$ cat src/rtl/tlc_pkg.sv
// Shared types and default timing for the N-way traffic-light controller.
package tlc_pkg;

  typedef enum logic [1:0] {
    StAllRed = 2'b00,
    StGreen  = 2'b01,
    StYellow = 2'b10,
    StFlash  = 2'b11
  } tlc_state_e;

  localparam int unsigned DefNumWays = 4;
  localparam int unsigned DefCntW    = 8;
  localparam int unsigned DefGreenT  = 6;
  localparam int unsigned DefYellowT = 4;
  localparam int unsigned DefAllRedT = 2;
  localparam int unsigned DefWalkT   = 3;
  localparam int unsigned DefFlashT  = 2;

endpackage

$ cat src/rtl/tlc_rr_pick.sv
// Round-robin next-way selector: first demanding way after i_cur_way, else i_cur_way+1.
module tlc_rr_pick #(
  parameter int unsigned NUM_WAYS = 4,
  parameter int unsigned WAY_W    = 2
) (
  input  logic [WAY_W-1:0]    i_cur_way,
  input  logic [NUM_WAYS-1:0] i_demand,
  output logic [WAY_W-1:0]    o_next_way
);

  logic [2*NUM_WAYS-1:0] w_dbl;
  logic [WAY_W:0]        w_shamt;
  logic [NUM_WAYS-1:0]   w_rot;
  logic [WAY_W-1:0]      w_off;

  assign w_dbl   = {i_demand, i_demand};
  assign w_shamt = {1'b0, i_cur_way} + (WAY_W+1)'(1);
  // Bit k of w_rot is the demand of way (cur+1+k) mod NUM_WAYS.
  assign w_rot   = NUM_WAYS'(w_dbl >> w_shamt);

  always_comb begin
    w_off = '0;
    for (int k = NUM_WAYS - 1; k >= 0; k--) begin
      if (w_rot[k]) w_off = WAY_W'(k);
    end
  end

  assign o_next_way = WAY_W'((int'(i_cur_way) + 1 + int'(w_off)) % NUM_WAYS);

endmodule

$ cat src/rtl/tlc_nway.sv
// N-way traffic-light controller: demand-aware round robin, pedestrian WALK, flashing-yellow mode.
module tlc_nway
  import tlc_pkg::*;
#(
  parameter int unsigned NUM_WAYS = DefNumWays,
  parameter int unsigned CNT_W    = DefCntW,
  parameter int unsigned GREEN_T  = DefGreenT,
  parameter int unsigned YELLOW_T = DefYellowT,
  parameter int unsigned ALLRED_T = DefAllRedT,
  parameter int unsigned WALK_T   = DefWalkT,
  parameter int unsigned FLASH_T  = DefFlashT,
  localparam int unsigned WayW    = (NUM_WAYS > 1) ? $clog2(NUM_WAYS) : 1
) (
  input  logic                i_clk,
  input  logic                i_rst_n,
  input  logic [NUM_WAYS-1:0] i_demand,
  input  logic [NUM_WAYS-1:0] i_ped_req,
  input  logic                i_flash_en,
  output logic [NUM_WAYS-1:0] o_red,
  output logic [NUM_WAYS-1:0] o_yellow,
  output logic [NUM_WAYS-1:0] o_green,
  output logic [NUM_WAYS-1:0] o_walk,
  output logic [WayW-1:0]     o_cur_way,
  output logic [NUM_WAYS-1:0] o_ped_pend
);

  localparam logic [CNT_W-1:0] GreenLast  = CNT_W'(GREEN_T - 1);
  localparam logic [CNT_W-1:0] YellowLast = CNT_W'(YELLOW_T - 1);
  localparam logic [CNT_W-1:0] AllRedLast = CNT_W'(ALLRED_T - 1);
  localparam logic [CNT_W-1:0] FlashLast  = CNT_W'(FLASH_T - 1);

  tlc_state_e          r_state;
  logic [CNT_W-1:0]    r_cnt;
  logic [WayW-1:0]     r_cur_way;
  logic [NUM_WAYS-1:0] r_ped_pend;
  logic                r_walk_flag;
  logic                r_flash_ph;

  logic [WayW-1:0]     w_next_way;
  logic [NUM_WAYS-1:0] w_pend_set;
  logic [NUM_WAYS-1:0] w_next_mask;
  logic [NUM_WAYS-1:0] w_way_mask;
  logic                w_in_walk;

  tlc_rr_pick #(
    .NUM_WAYS (NUM_WAYS),
    .WAY_W    (WayW)
  ) u_rr_pick (
    .i_cur_way  (r_cur_way),
    .i_demand   (i_demand),
    .o_next_way (w_next_way)
  );

  assign w_pend_set  = r_ped_pend | i_ped_req;
  assign w_next_mask = NUM_WAYS'(1) << w_next_way;
  assign w_way_mask  = NUM_WAYS'(1) << r_cur_way;
  assign w_in_walk   = ({1'b0, r_cnt} < (CNT_W+1)'(WALK_T));

  always_ff @(posedge i_clk) begin
    if (!i_rst_n) begin
      r_state     <= StAllRed;
      r_cnt       <= '0;
      r_cur_way   <= WayW'(NUM_WAYS - 1);
      r_ped_pend  <= '0;
      r_walk_flag <= 1'b0;
      r_flash_ph  <= 1'b0;
    end else begin
      r_ped_pend <= w_pend_set;
      unique case (r_state)
        StAllRed: begin
          if (r_cnt == AllRedLast) begin
            r_cnt <= '0;
            if (i_flash_en) begin
              r_state    <= StFlash;
              r_flash_ph <= 1'b0;
            end else begin
              // A same-cycle request is folded into the walk flag and never left pending.
              r_state     <= StGreen;
              r_cur_way   <= w_next_way;
              r_walk_flag <= |(w_pend_set & w_next_mask);
              r_ped_pend  <= w_pend_set & ~w_next_mask;
            end
          end else begin
            r_cnt <= r_cnt + CNT_W'(1);
          end
        end
        StGreen: begin
          if (r_cnt == GreenLast || i_flash_en) begin
            r_state <= StYellow;
            r_cnt   <= '0;
          end else begin
            r_cnt <= r_cnt + CNT_W'(1);
          end
        end
        StYellow: begin
          if (r_cnt == YellowLast) begin
            r_state <= StAllRed;
            r_cnt   <= '0;
          end else begin
            r_cnt <= r_cnt + CNT_W'(1);
          end
        end
        StFlash: begin
          if (!i_flash_en) begin
            r_state <= StAllRed;
            r_cnt   <= '0;
          end else if (r_cnt == FlashLast) begin
            r_cnt      <= '0;
            r_flash_ph <= ~r_flash_ph;
          end else begin
            r_cnt <= r_cnt + CNT_W'(1);
          end
        end
      endcase
    end
  end

  always_comb begin
    o_red    = '0;
    o_yellow = '0;
    o_green  = '0;
    o_walk   = '0;
    unique case (r_state)
      StAllRed: o_red = '1;
      StGreen: begin
        o_green = w_way_mask;
        o_red   = ~w_way_mask;
        if (r_walk_flag && w_in_walk) o_walk = w_way_mask;
      end
      StYellow: begin
        o_yellow = w_way_mask;
        o_red    = ~w_way_mask;
      end
      StFlash: o_yellow = r_flash_ph ? '0 : '1;
    endcase
  end

  assign o_cur_way  = r_cur_way;
  assign o_ped_pend = r_ped_pend;

endmodule

$ cat config.mk
export PLATFORM = sky130hd
export DESIGN_NAME = tlc_nway
export DESIGN_NICKNAME = d
export VERILOG_FILES = /design/src/rtl/tlc_pkg.sv /design/src/rtl/tlc_rr_pick.sv /design/src/rtl/tlc_nway.sv
export SDC_FILE = /design/constraint.sdc
export NUM_CORES = 1
export LEC_CHECK = 0
export BUFFER_PORTS_ARGS = -buffer_cell sky130_fd_sc_hd__clkbuf_2
export CORE_ASPECT_RATIO = 1.2
export CORE_UTILIZATION = 31
export CTS_BUF_LIST = sky130_fd_sc_hd__clkbuf_8
export DETAILED_ROUTE_END_ITERATION = 10
export PLACE_DENSITY = 0.57
export SETUP_SLACK_MARGIN = 0.15
export SLEW_MARGIN = 40
export SYNTH_ARGS = -nofsm -noshare
export SYNTH_HDL_FRONTEND = slang
export SYNTH_HIERARCHICAL = 1
export SYNTH_SLANG_ARGS = --single-unit
$ cat constraint.sdc
create_clock -name i_clk -period 3.74 [get_ports i_clk]
set_clock_uncertainty 0.1 [all_clocks]
set_input_delay 0.935 -clock i_clk [delete_from_list [all_inputs] [get_ports i_clk]]
set_output_delay 0.935 -clock i_clk [all_outputs]
set_load 0.01 [all_outputs]
# Word-level counts from Yosys, hierarchy flattened
# Index checks and enable logic that the tools add are counted.
# Widths: inputs -> output; s select.
[classes] add_sub_neg=4 magnitude_cmp=1 eq_ne=13 n_shift=3 muxes=29 n_bitwise=7 n_reduce_logical=9
[op_table] operator="$mux 8" n=4
[op_table] operator="$pmux 8 s4" n=1
[op_table] operator="$mux 4" n=7
[op_table] operator="$mux 2" n=9
[op_table] operator="$pmux 4 s2" n=2
[op_table] operator="$ne 2x2->1 const B" n=7
[op_table] operator="$add 8x1->8 const B" n=1
[op_table] operator="$and 4x4->4" n=2
[op_table] operator="$eq 8x1->1 const B" n=1
[op_table] operator="$eq 8x2->1 const B" n=1
[op_table] operator="$eq 8x3->1 const B" n=1
[op_table] operator="$lt 8x2->1 const B" n=1
[op_table] operator="$not 4->4" n=2
[op_table] operator="$pmux 2 s4" n=1
[op_table] operator="$shl 1x2->4 const A" n=2
[op_table] operator="$shr 8x3->4" n=1
[op_table] operator="$reduce_and 5->1" n=1
[op_table] operator="$eq 2x2->1 const B" n=2
[op_table] operator="$mux 1" n=4
[op_table] operator="$or 4x4->4" n=1
[op_table] operator="$reduce_and 4->1" n=1
[op_table] operator="$reduce_or 4->1" n=1
[op_table] operator="$add 2x1->3 const B" n=1
[op_table] operator="$reduce_and 3->1" n=1
[op_table] operator="other kinds (10)" n=11
[word_totals] register_bits=18 input_bits=11 output_inout_bits=22 wordCells=72

# Logic depth before layout (Yosys ltp)
# Gate-level depths: netlist of the first run.
[logic_depth] word_depth=13 depth_mapped=12 mapped_depth_nobuf=12

# By module
# Netlist of the first run, hierarchy kept.
[modules_own_cells] module="tlc_nway" n_inst=1 cells_per_inst=130 area_per_inst_um2=1071.0 seq_area_each_um2=360.3
[modules_own_cells] module="tlc_rr_pick" n_inst=1 cells_per_inst=25 area_per_inst_um2=165.2 seq_area_each_um2=0.0

# Least setup slack after synthesis of the first run
# Ideal clock, no wire load.
[synth_path] path_kind="input-to-reg" start="input port i_demand[2]" end="register r_walk_flag" setup_time_ps=59 arrival_time_ps=2814 t_required_ps=3581 slack_ps=766 path_stages=12 n_path_buf=0 path_cell_list="nor3b_1 -> a311oi_1 -> a21oi_1 -> a311oi_1 -> ha_1 -> xor2_1 -> xnor2_1 -> nor3_1 -> a211oi_1 -> a21oi_1 -> o21ai_1 -> and2_1"
[synth_between] elab_chain_cells=9
[synth_lines] item="start, declared" line="tlc_nway.sv:16" source="input logic [NUM_WAYS-1:0] i_demand,"
[synth_lines] item="$shr 8x3->4 (*)" line="tlc_rr_pick.sv:19" source="assign w_rot = NUM_WAYS'(w_dbl >> w_shamt);"
[synth_lines] item="$mux 2 (3 in series)" line="tlc_rr_pick.sv:24" source="if (w_rot[k]) w_off = WAY_W'(k);"
[synth_lines] item="$mux 2 (*)" line="tlc_rr_pick.sv:24"
[synth_lines] item="$add 2x2->2 (*)" line="tlc_rr_pick.sv:28" source="assign o_next_way = WAY_W'((int'(i_cur_way) + 1 + int'(w_off)) % NUM_WAYS);"
[synth_lines] item="net w_next_way[1]" line="tlc_nway.sv:39" source="logic [WayW-1:0] w_next_way;"
[synth_lines] item="$shl 1x2->4 (*)" line="tlc_nway.sv:55" source="assign w_next_mask = NUM_WAYS'(1) << w_next_way;"
[synth_lines] item="$and 4x4->4 (*)" line="tlc_nway.sv:80" source="r_walk_flag <= |(w_pend_set & w_next_mask);"
[synth_lines] item="$reduce_or 4->1 (*)" line="tlc_nway.sv:80"
[synth_lines] item="end signal, assigned" line="tlc_nway.sv:80"
[synth_lines] item="end, declared" line="tlc_nway.sv:36" source="logic r_walk_flag;"
# Mark *: on every way through the listed nets, which the timed path passes. The rest lies on a longest branch.
# A chain may end at the register's enable or synchronous reset.

# Final worst setup path of the first run
# Ends and elaborated chain as after synthesis.

==> flow_summary.yaml, run 1 <==
outcome:
  status: "finished clean"
synthesis:
  synth_most_common_cell: "nor2_1"
  netlist_instances: 155
  synth_edf_count: 0
  synth_warnings: 6
  synth.area.top_cells: "dfxtp_1 (29%), ha_1 (7.1%), nor2_1 (7.0%), a21oi_1 (4.9%), o21ai_0 (4.0%)"
  postSynth.asyncResetShare: 0
  synth.net_count: 173
  synth_cell_types: 46
  ys_seq_area_frac: 0.2915
  synth.cell_area_um2: 1236
  synthTopCellsByCount: "nor2_1 (23), dfxtp_1 (18), a21oi_1 (12)"
  ys_ff_latch: 18
  avgSynthCellArea_um2: 7.975
  ys.flop_type: "dfxtp_1"
  synth_area_leader_cell: "dfxtp_1"
  synth.top_cell.area_share: 0.2915
floorplan:
  start_util: 0.3320
  die_h_um: 71.18
  core-area_um2: 3724
  rows: 24
  die_x_um: 59.65
  ioPinCount: 33
  dieArea_um2: 4245
route:
  wl_per_cell_um: 11.24
  post-route-drc-count: 0
  postRouteAntennaNets: 0
  dr.pass1.iters: 4
  detail_route.vias_per_cell: 4.963
  wl_mm: 2.698
  drt_iter0_drc: 37
  vias: 1191
clock_network:
  cts_root_buf: "clkbuf_8"
  cts_resized: 0
  cts.sinks: 18
  cts_tree: "done"
  cts_hold_buf: 0
  clock_latency_ns: 0.25
  clk_pin_slew_ns: 0.07
  clockBufferDepth: 2
  h-tree-depth: 1
  cts_setup_buffers: 0
  cts_buffers: 3
timing:
  max_freq_mhz: 321.9
  slew_headroom: 0.6555
  min_period_over_period: 0.8307
  tns_ns: 0
  drv_slew: 0
  finalHoldViolations: 0
  finalSetupViolations: 0
  hold_ws_ns: 0.3836
  fin_crit_ns: 3.107
  rsz0062_at_grt: "no"
  tightest_slew_ns: 0.5131
worst_setup_path:
  crit_path_end: "r_walk_flag"
  timing.rr.start: "o_cur_way[0]"
  r2r-end: "r_walk_flag"
  cp_data_required_time_ns: 3.84
  worst-path-buf-inv: 1
  crit_chain: "clkbuf_2 -> nor3b_1 -> a311oi_1 -> a21oi_1 -> a311oi_1 -> ha_1 -> xor2_1 -> xnor2_1 -> nor3_1 -> a211oi_1 -> a21oi_1 -> o21ai_1 -> and2_1"
  crit_cells: 13
  cp-end-kind: "register"
  cp_max_fo: 7
  worstPathArrival_ns: 3.21
  r2r_cells: 12
  rrSetupSlack_ns: 0.82
  cp-start-kind: "input port"
  cp-startpoint: "i_demand[2]"
  crit_type: "input port to register"
  path_delay_family: "compound AO/OA/AOI/OAI gates"
  slowest_stage: "xnor2_1"
  max_stage_delay_ns: 0.45
layout:
  drive_gt1_frac: 0.2394
  multi_input_area_um2: 814.5
  area_growth_pct: 21.15
  nNetsFinal: 207
  postLayoutCoreUtil: 0.4022
  num-fill-cells: 408
  diodes: 0
  fin_cells: 240
  regArea_um2: 360.3
power:
  p_int_uw: 494.6
  power_density_nw_per_um2: 572.3
  comb_power_share: 0.508
  total_power_uw: 857.1
  seq_power_share: 0.308
  power_frac_clock: 0.184
  switchingPower_uw: 362.6
  vdd_drop_max_mv: 0.2139
  p_leak_nw: 0.6528
  swShare: 0.4230
hold_path:
  hp-start: "r_cnt[0]"
  hold_path.class: "register to register"
global_routing:
  grt_pass1_vias: 1000
  track_usage: 0.1307
  grt_pass1_wl_mm: 4.353
  antenna_found_initial: 0
  grt-ovfl-total: 0
  grt_max_degree: 18
placement:
  hpwl_mm: 2.073
  gp_congestion: 0.8050
  io_buffers: 32
  dp.cells: 236
run:
  drv_cap: 0
==> layout make-up <==
class                      count  share of cell area
sequential                    18              0.2406
multi-input combinational    123              0.5439
tap                           52             0.04344
inverter                      11             0.02840
timing repair buffer          32              0.1069
clock buffer                   4             0.03676
==> logic make-up after synthesis <==
kind of cell | synth area share
AND/OR/NAND/NOR | 0.3037
adder cells (fa/ha/maj) | 0.07085
AO/OA/AOI/OAI | 0.2176
flip-flops | 0.2915
buffers and inverters | 0.04960
multiplexers | 0.01721
XOR/XNOR | 0.04960
==> metal layers <==
layer  global-route usage  routed length, um  vias to the layer above
met5                    0                  0                        -
met4              0.05426                 19                        0
met3              0.02194                121                        2
met2               0.2247               1325                       31
met1               0.1567               1232                      541
li1                     -                  -                      617
==> metrics by stage <==
step | setup WS, ns | area [um2]
finish | 0.6333 | 1498
global route | 0.4379 | 1498
CTS | 0.6925 | 1498
detailed placement | 0.4306 | 1443
global placement | 0.4642 | 1443
floorplan | 0.7665 | 1236
==> cell usage in the layout, fill, tap and decap left out, types with 4 or more instances in the layout <==
cell type   n
nand3_1     4
clkbuf_2   32
a21oi_1    12
clkbuf_8    4
nand2b_1    6
nand2_1     7
o21ai_0    10
nor3_1      5
inv_1      10
ha_1        7
nor2_1     23
a22oi_1     4
dfxtp_1    18
xor2_1      5
==> worst min-delay path by stage <==
stage / slack, ns / cells after the start / to
after global placement: 0.37 / 1 / r_cnt[0]
after CTS: 0.39 / 2 / r_flash_ph
after detailed placement: 0.38 / 1 / r_cnt[0]
final: 0.38 / 1 / r_cnt[0]
after global routing: 0.43 / 1 / r_cnt[0]
after floorplan: 0.34 / 1 / r_cnt[0]
==> power by group through the flow <==
stage                     registers [mW]  logic (mW)  clock network (mW)
final                              0.264       0.436               0.158
after detailed placement           0.269       0.438                   0
after global routing               0.272       0.496               0.173
after floorplan                    0.262       0.317                   0
after CTS                          0.264       0.439               0.165
after global placement             0.268       0.437                   0
==> sequential cells by signal (all words and copies together), names as in the netlist <==
register,count
o_cur_way,2
o_ped_pend,4
r_cnt,8
r_flash_ph,1
r_state,2
r_walk_flag,1
No activity file was read; power rests on OpenSTA's default activity.
==> run 2: changes to the inputs <==
--- a/config.mk
+++ b/config.mk
@@ -5,12 +5,13 @@
 export SDC_FILE = /design/constraint.sdc
 export NUM_CORES = 1
 export LEC_CHECK = 0
+export ABC_AREA = 1
 export BUFFER_PORTS_ARGS = -buffer_cell sky130_fd_sc_hd__clkbuf_2
 export CORE_ASPECT_RATIO = 1.2
 export CORE_UTILIZATION = 31
 export CTS_BUF_LIST = sky130_fd_sc_hd__clkbuf_8
 export DETAILED_ROUTE_END_ITERATION = 10
-export PLACE_DENSITY = 0.57
+export PLACE_DENSITY = 0.56
 export SETUP_SLACK_MARGIN = 0.15
 export SLEW_MARGIN = 40
 export SYNTH_ARGS = -nofsm -noshare
==> constraint.sdc (replaced) <==
create_clock -name i_clk -period 3.3 [get_ports i_clk]
set_clock_uncertainty 0.1 [all_clocks]
set_input_delay 0.825 -clock i_clk [delete_from_list [all_inputs] [get_ports i_clk]]
set_output_delay 0.825 -clock i_clk [all_outputs]
set_load 0.01 [all_outputs]
==> run 2 against run 1 <==
  * Cell count increased by 20%
  * Routed wire length fell by 0.82%
  * Final area is 4.8% higher
  * Largest cell class unchanged
  * Combinational power increased by 66%
  * Hold slack worse by 0.011 ns
  * Global-route usage down 0.13 points
  * Critical path depth down 8
  * Critical endpoint is now o_walk[3]
  * Synthesized cell count up 28%
  * Flip-flop and latch count did not move
  * First-iteration DRC count increased by 140%
  * Sequential share of layout area shrank 1.1 points
  * Total power rose by 40%
==> flow_summary.yaml, run 2 <==
layout:
  largest_reg_flops: 8
  num-fill-cells: 440
  drive_gt1_frac: 0.2778
  nNetsFinal: 253
  regMostFlops: "r_cnt"
  final_common_cell: "nand2_1"
  postLayoutCoreUtil: 0.3953
  diodes: 0
  area_growth_pct: 21.61
  layout_common_cells: "nand2_1 (42), clkbuf_2 (32), nor2_1 (24)"
power:
  p_int_uw: 628.3
  comb_power_share: 0.602
  total_power_mw: 1.201
  seq_power_share: 0.247
  power_density_nw_per_um2: 765.1
  power_frac_clock: 0.151
  p_leak_nw: 0.7888
  switchingPower_uw: 573.2
  swShare: 0.4771
  vdd_drop_max_mv: 0.2770
floorplan:
  core-area_um2: 3973
  ioPinCount: 33
  dieArea_um2: 4429
  start_util: 0.3250
  rows: 25
  die_h_um: 72.70
  die_x_um: 60.92
worst_setup_path:
  crit_chain: "ha_1 -> nor2_1 -> nand4_1 -> nor3_1 -> clkbuf_2"
  path_delay_family: "simple AND/OR/NAND/NOR gates"
  cp_data_required_time_ns: 2.37
  cp-end-kind: "output pin"
  worst-path-buf-inv: 1
  cp-start-kind: "register"
  crit_type: "register to output pin"
  cp_max_fo: 5
  worstPathArrival_ns: 1.51
  slowest_stage: "dfxtp_1"
  max_stage_delay_ns: 0.34
route:
  vias: 1264
  wl_mm: 2.676
  detail_route.vias_per_cell: 4.389
  post-route-drc-count: 0
  dr.pass1.iters: 4
  wl_per_cell_um: 9.292
  postRouteAntennaNets: 0
  drt_iter0_drc: 87
synthesis:
  synthTopCellsByCount: "nand2_1 (42), nor2_1 (24), inv_1 (23)"
  ys_ff_latch: 18
  synth_area_leader_cell: "dfxtp_1"
  synth.net_count: 217
  synth_cell_types: 24
  synth.area.top_cells: "dfxtp_1 (28%), nand2_1 (12%), nand3_1 (8.5%), nor2_1 (7.0%), ha_1 (6.8%)"
  synth.cell_area_um2: 1291
  synth.top_cell.area_share: 0.2791
  synth_warnings: 6
  ys.flop_type: "dfxtp_1"
  netlist_instances: 199
  synth_most_common_cell: "nand2_1"
  postSynth.asyncResetShare: 0
  ys_seq_area_frac: 0.2791
  synth_edf_count: 0
  avgSynthCellArea_um2: 6.489
global_routing:
  antenna_found_initial: 0
  grt_pass1_wl_mm: 4.367
  track_usage: 0.1294
  grt-ovfl-total: 0
  grt_pass1_vias: 1060
  grt_max_degree: 12
placement:
  gp_congestion: 0.7611
  hpwl_mm: 2.182
  io_buffers: 32
run:
  drv_cap: 0
timing:
  tightest_slew_ns: 0.4868
  finalSetupViolations: 0
  finalHoldViolations: 0
  max_freq_mhz: 411.5
  fin_crit_ns: 2.430
  min_period_over_period: 0.7364
  tns_ns: 0
  drv_slew: 0
  rsz0062_at_grt: "no"
  slew_headroom: 0.6743
hold_path:
  hold_path.class: "register to register"
clock_network:
  clk_pin_slew_ns: 0.07
  cts_resized: 0
  cts_setup_buffers: 0
  cts_buffers: 3
  cts_root_buf: "clkbuf_8"
  clockBufferDepth: 2
  cts_hold_buf: 0
  clock_latency_ns: 0.25
  cts_tree: "done"
  cts.sinks: 18
  h-tree-depth: 1
outcome:
  status: "finished clean"
run 2: cell types whose count changed after synthesis, sizes merged, moves of 6 or more:
| cell | previous run | this run |
|---|---|---|
| a21oi | 12 | 6 |
| nand3 | 4 | 22 |
| inv | 10 | 27 |
| nand2b | 6 | 0 |
| nand2 | 7 | 47 |
| nor2 | 24 | 38 |
run 2: final cells by class:
class                           instances  area [um2]  area share
Clock buffer                            4       55.05     0.03506
Inverter                               27       101.3     0.06454
Multi-Input combinational cell        153       825.8      0.5259
Sequential cell                        18       360.3      0.2295
Tap cell                               54       67.56     0.04303
Timing Repair Buffer                   32       160.2      0.1020
run 2: metrics by stage:
step | hold slack (ns) | area (um2) | instances | setup WS [ns]
after CTS | 0.3805 | 1570 | 288 | 0.8527
final | 0.3722 | 1570 | 288 | 0.8698
after global routing | 0.4072 | 1570 | 288 | 0.6409
after detailed placement | 0.3639 | 1515 | 284 | 0.6310
after global placement | 0.3443 | 1515 | 284 | 0.7049
after floorplan | 0.3304 | 1291 | 199 | 0.9072
run 2: per-layer routing:
metal	GRT usage	up-vias	wire length (um)
li1	-	707	-
met1	0.1547	528	1277
met2	0.2283	25	1261
met3	0.02128	4	103
met4	0.04545	0	34
met5	0	-	0
run 2: worst register-to-register path: cells and delay by family, from the launching register on:
kind            cells  cell delay, ns
simple gates       12            0.94
fa+ha+maj           1            0.18
compound gates      1            0.06
flops               1            0.50
xor+xnor            1            0.17
buf+inv             4            0.35
run 2: final timing paths:
| path | startpoint | to | slack, ns | cells past startpoint |
|---|---|---|---|---|
| setup reg to reg | o_cur_way[0] | r_walk_flag | 0.94 | 19 |
| hold / removal | r_flash_ph | r_flash_ph | 0.37 | 2 |
| setup / recovery | r_cnt[0] | o_walk[3] | 0.87 | 5 |
| hold reg to reg | r_flash_ph | r_flash_ph | 0.37 | 2 |
run 2: cell families (layout without fill, tap and decap cells):
group                      after synthesis  after routing  synth area share
DFF                                     18             18            0.2791
buffers and inverters                   28             63           0.08139
xor gates and xnor gates                 6              6           0.04071
AOI/OAI and AO/OA                       21             21           0.09302
adders and majority gates                7              7           0.06783
and+or+nand+nor                        119            119            0.4380
run 2: power groups by stage:
| stage | sequential [mW] | combinational, mW | clock (mW) |
|---|---|---|---|
| 3_5_place_dp | 0.302 | 0.731 | 0 |
| 5_1_grt | 0.305 | 0.821 | 0.198 |
| 4_1_cts | 0.297 | 0.735 | 0.188 |
| 6_report | 0.296 | 0.724 | 0.181 |
| 3_3_place_gp | 0.302 | 0.729 | 0 |
| 2_1_floorplan | 0.300 | 0.548 | 0 |
==> run 3: changes to the inputs <==
--- a/config.mk
+++ b/config.mk
@@ -11,7 +11,7 @@
 export CORE_UTILIZATION = 31
 export CTS_BUF_LIST = sky130_fd_sc_hd__clkbuf_8
 export DETAILED_ROUTE_END_ITERATION = 10
-export PLACE_DENSITY = 0.56
+export PLACE_DENSITY = 0.58
 export SETUP_SLACK_MARGIN = 0.15
 export SLEW_MARGIN = 40
 export SYNTH_ARGS = -nofsm -noshare
==> constraint.sdc (replaced) <==
create_clock -name i_clk -period 2.2 [get_ports i_clk]
set_clock_uncertainty 0.1 [all_clocks]
set_input_delay 0.55 -clock i_clk [delete_from_list [all_inputs] [get_ports i_clk]]
set_output_delay 0.55 -clock i_clk [all_outputs]
set_load 0.01 [all_outputs]
==> run 3 against run 2 <==
  * Final area rose by 13%
  * Combinational power increased by 77%
  * Critical path depth grew 11
  * Cell count rose by 3.1%
  * Register-to-register slack got worse by 0.78 ns
  * Non-clock buffer count up 9
  * Setup slack worse by 0.71 ns
  * Clock power rose by 49%
  * Critical endpoint is now o_cur_way[1]
  * Largest cell class unchanged
  * Largest power group unchanged
==> flow_summary.yaml, run 3 (synthesized netlist as in run 2, its figures left out) <==
timing:
  fin_crit_ns: 2.045
  slew_headroom: 0.6413
  finalSetupViolations: 0
  rsz0062_at_grt: "yes"
  min_period_over_period: 0.9294
  tightest_slew_ns: 0.5361
  max_freq_mhz: 489.1
  drv_slew: 0
  finalHoldViolations: 0
placement:
  dpl_cell_area_um2: 1553
  hpwl_mm: 2.130
  io_buffers: 32
  gp_congestion: 0.7427
worst_setup_path:
  path_delay_family: "buffers and inverters"
  max_stage_delay_ns: 0.38
  cp_common_cell: "nand2_1"
  worst-path-buf-inv: 6
  crit_chain: "inv_6 -> nand2_1 -> nand3_1 -> nand3_2 -> nand2_1 -> nand2_1 -> ha_2 -> xor2_2 -> inv_1 -> nand3_1 -> nand2_1 -> inv_2 -> inv_2 -> buf_4 -> buf_4 -> o211ai_1"
  cp_data_required_time_ns: 2.27
  crit_type: "register to register"
  slowest_stage: "dfxtp_4"
  worstPathArrival_ns: 2.12
  cp-end-kind: "register"
  cp-start-kind: "register"
  cp_max_fo: 7
power:
  power_density_nw_per_um2: 1136
  p_int_mw: 1.079
  vdd_drop_max_mv: 0.4157
  power_frac_clock: 0.134
  seq_power_share: 0.230
  comb_power_share: 0.637
  swShare: 0.4646
  switchingPower_uw: 936.2
  p_leak_nw: 0.8539
global_routing:
  grt-ovfl-total: 0
  grt_max_degree: 12
  grt_pass1_wl_mm: 4.222
  track_usage: 0.1237
  antenna_found_initial: 0
  grt_pass1_vias: 1075
clock_network:
  cts_tree: "done"
  clockBufferDepth: 2
  clk_pin_slew_ns: 0.07
  h-tree-depth: 1
  cts_buffers: 3
  cts.sinks: 18
  cts_root_buf: "clkbuf_8"
  clock_latency_ns: 0.25
route:
  dr.pass1.iters: 4
  post-route-drc-count: 0
  wl_mm: 2.734
  drt_iter0_drc: 96
  postRouteAntennaNets: 0
  detail_route.vias_per_cell: 4.384
  wl_per_cell_um: 9.205
  vias: 1302
outcome:
  status: "finished clean"
run:
  drv_cap: 0
layout:
  nNetsFinal: 262
  num-fill-cells: 454
  regMostFlops: "r_cnt"
  area_growth_pct: 37.40
  final_common_cell: "nand2_1"
  largest_reg_flops: 8
  drive_gt1_frac: 0.4444
  postLayoutCoreUtil: 0.4466
  stdcell_area_um2: 1774
  diodes: 0
  layout_common_cells: "nand2_1 (35), clkbuf_2 (28), nor2_1 (21)"
hold_path:
  hold_path.class: "register to register"
floorplan:
  ioPinCount: 33
  start_util: 0.3250
  die_h_um: 72.70
  dieArea_um2: 4429
  core-area_um2: 3973
  rows: 25
  die_x_um: 60.92
[run 3: cell count changes in the layout (fill, tap and decap cells not counted), moves of 6 or more]
cell / delta
buf_4: +9
nand2_1: -7
dfxtp_1: -7
ha_1: -6
[run 3: worst register-to-register path: cells and delay by family (launching register included)]
family / cells / cell delay, ns
AND/OR/NAND/NOR: 7 / 0.49
flip-flops: 1 / 0.38
adder cells (fa/ha/maj): 1 / 0.18
buffers and inverters: 6 / 0.53
AO/OA/AOI/OAI: 1 / 0.14
XOR/XNOR: 1 / 0.17
[run 3: layout make-up]
class	count	area [um2]	share of cell area
repair buffers	41	227.7	0.1283
flip-flops and latches	18	379.1	0.2137
inverters	27	106.4	0.05994
multi-input cells	153	938.4	0.5289
well taps	54	67.56	0.03808
clock buffers	4	55.05	0.03103
[run 3: path summary, 6_finish.rpt]
| kind | start | endpoint | slack (ns) | cells past startpoint |
|---|---|---|---|---|
| worst max register to register | o_cur_way[0] | o_cur_way[1] | 0.16 | 16 |
| worst min-delay path | r_flash_ph | r_flash_ph | 0.35 | 2 |
| worst max-delay path | o_cur_way[0] | o_cur_way[1] | 0.16 | 16 |
| worst min register to register | r_flash_ph | r_flash_ph | 0.35 | 2 |
[run 3: metrics by stage]
step	setup WS [ns]	setup TNS (ns)	power (mW)	instances	hold slack, ns
after floorplan	0.1507	0	1.286	199	0.3304
after global placement	-0.05132	-0.06656	1.591	288	0.3441
after detailed placement	-0.08738	-0.1205	1.589	288	0.3498
after CTS	0.1433	0	1.897	294	0.3602
after global routing	-0.01647	-0.01647	2.220	297	0.3896
final	0.1554	0	2.015	297	0.3542
[run 3: timing repair]
item	4_1_cts	5_1_grt
endpoints found under the hold margin	0	0
buffers inserted	2	3
pin swaps	2	8
gates resized for setup	6	37
hold buffers	0	0
setup endpoints to repair	11	17
[run 3: power groups by stage]
stage                     Clock, mW  Sequential (mW)  Combinational, mW
after floorplan                   0            0.451              0.835
after global placement            0            0.450               1.14
after detailed placement          0            0.451               1.14
after CTS                     0.282            0.440               1.17
after global routing          0.294            0.477               1.45
final                         0.269            0.463               1.28
[run 3: layer usage]
metal / part of all wire / vias to the layer above / global-route usage / routed length (um)
met5: 0 / - / 0 / 0
met4: 0.015 / 0 / 0.03788 / 42
met3: 0.034 / 4 / 0.02128 / 93
met2: 0.48 / 28 / 0.2295 / 1312
met1: 0.47 / 549 / 0.1396 / 1284
li1: - / 721 / - / -
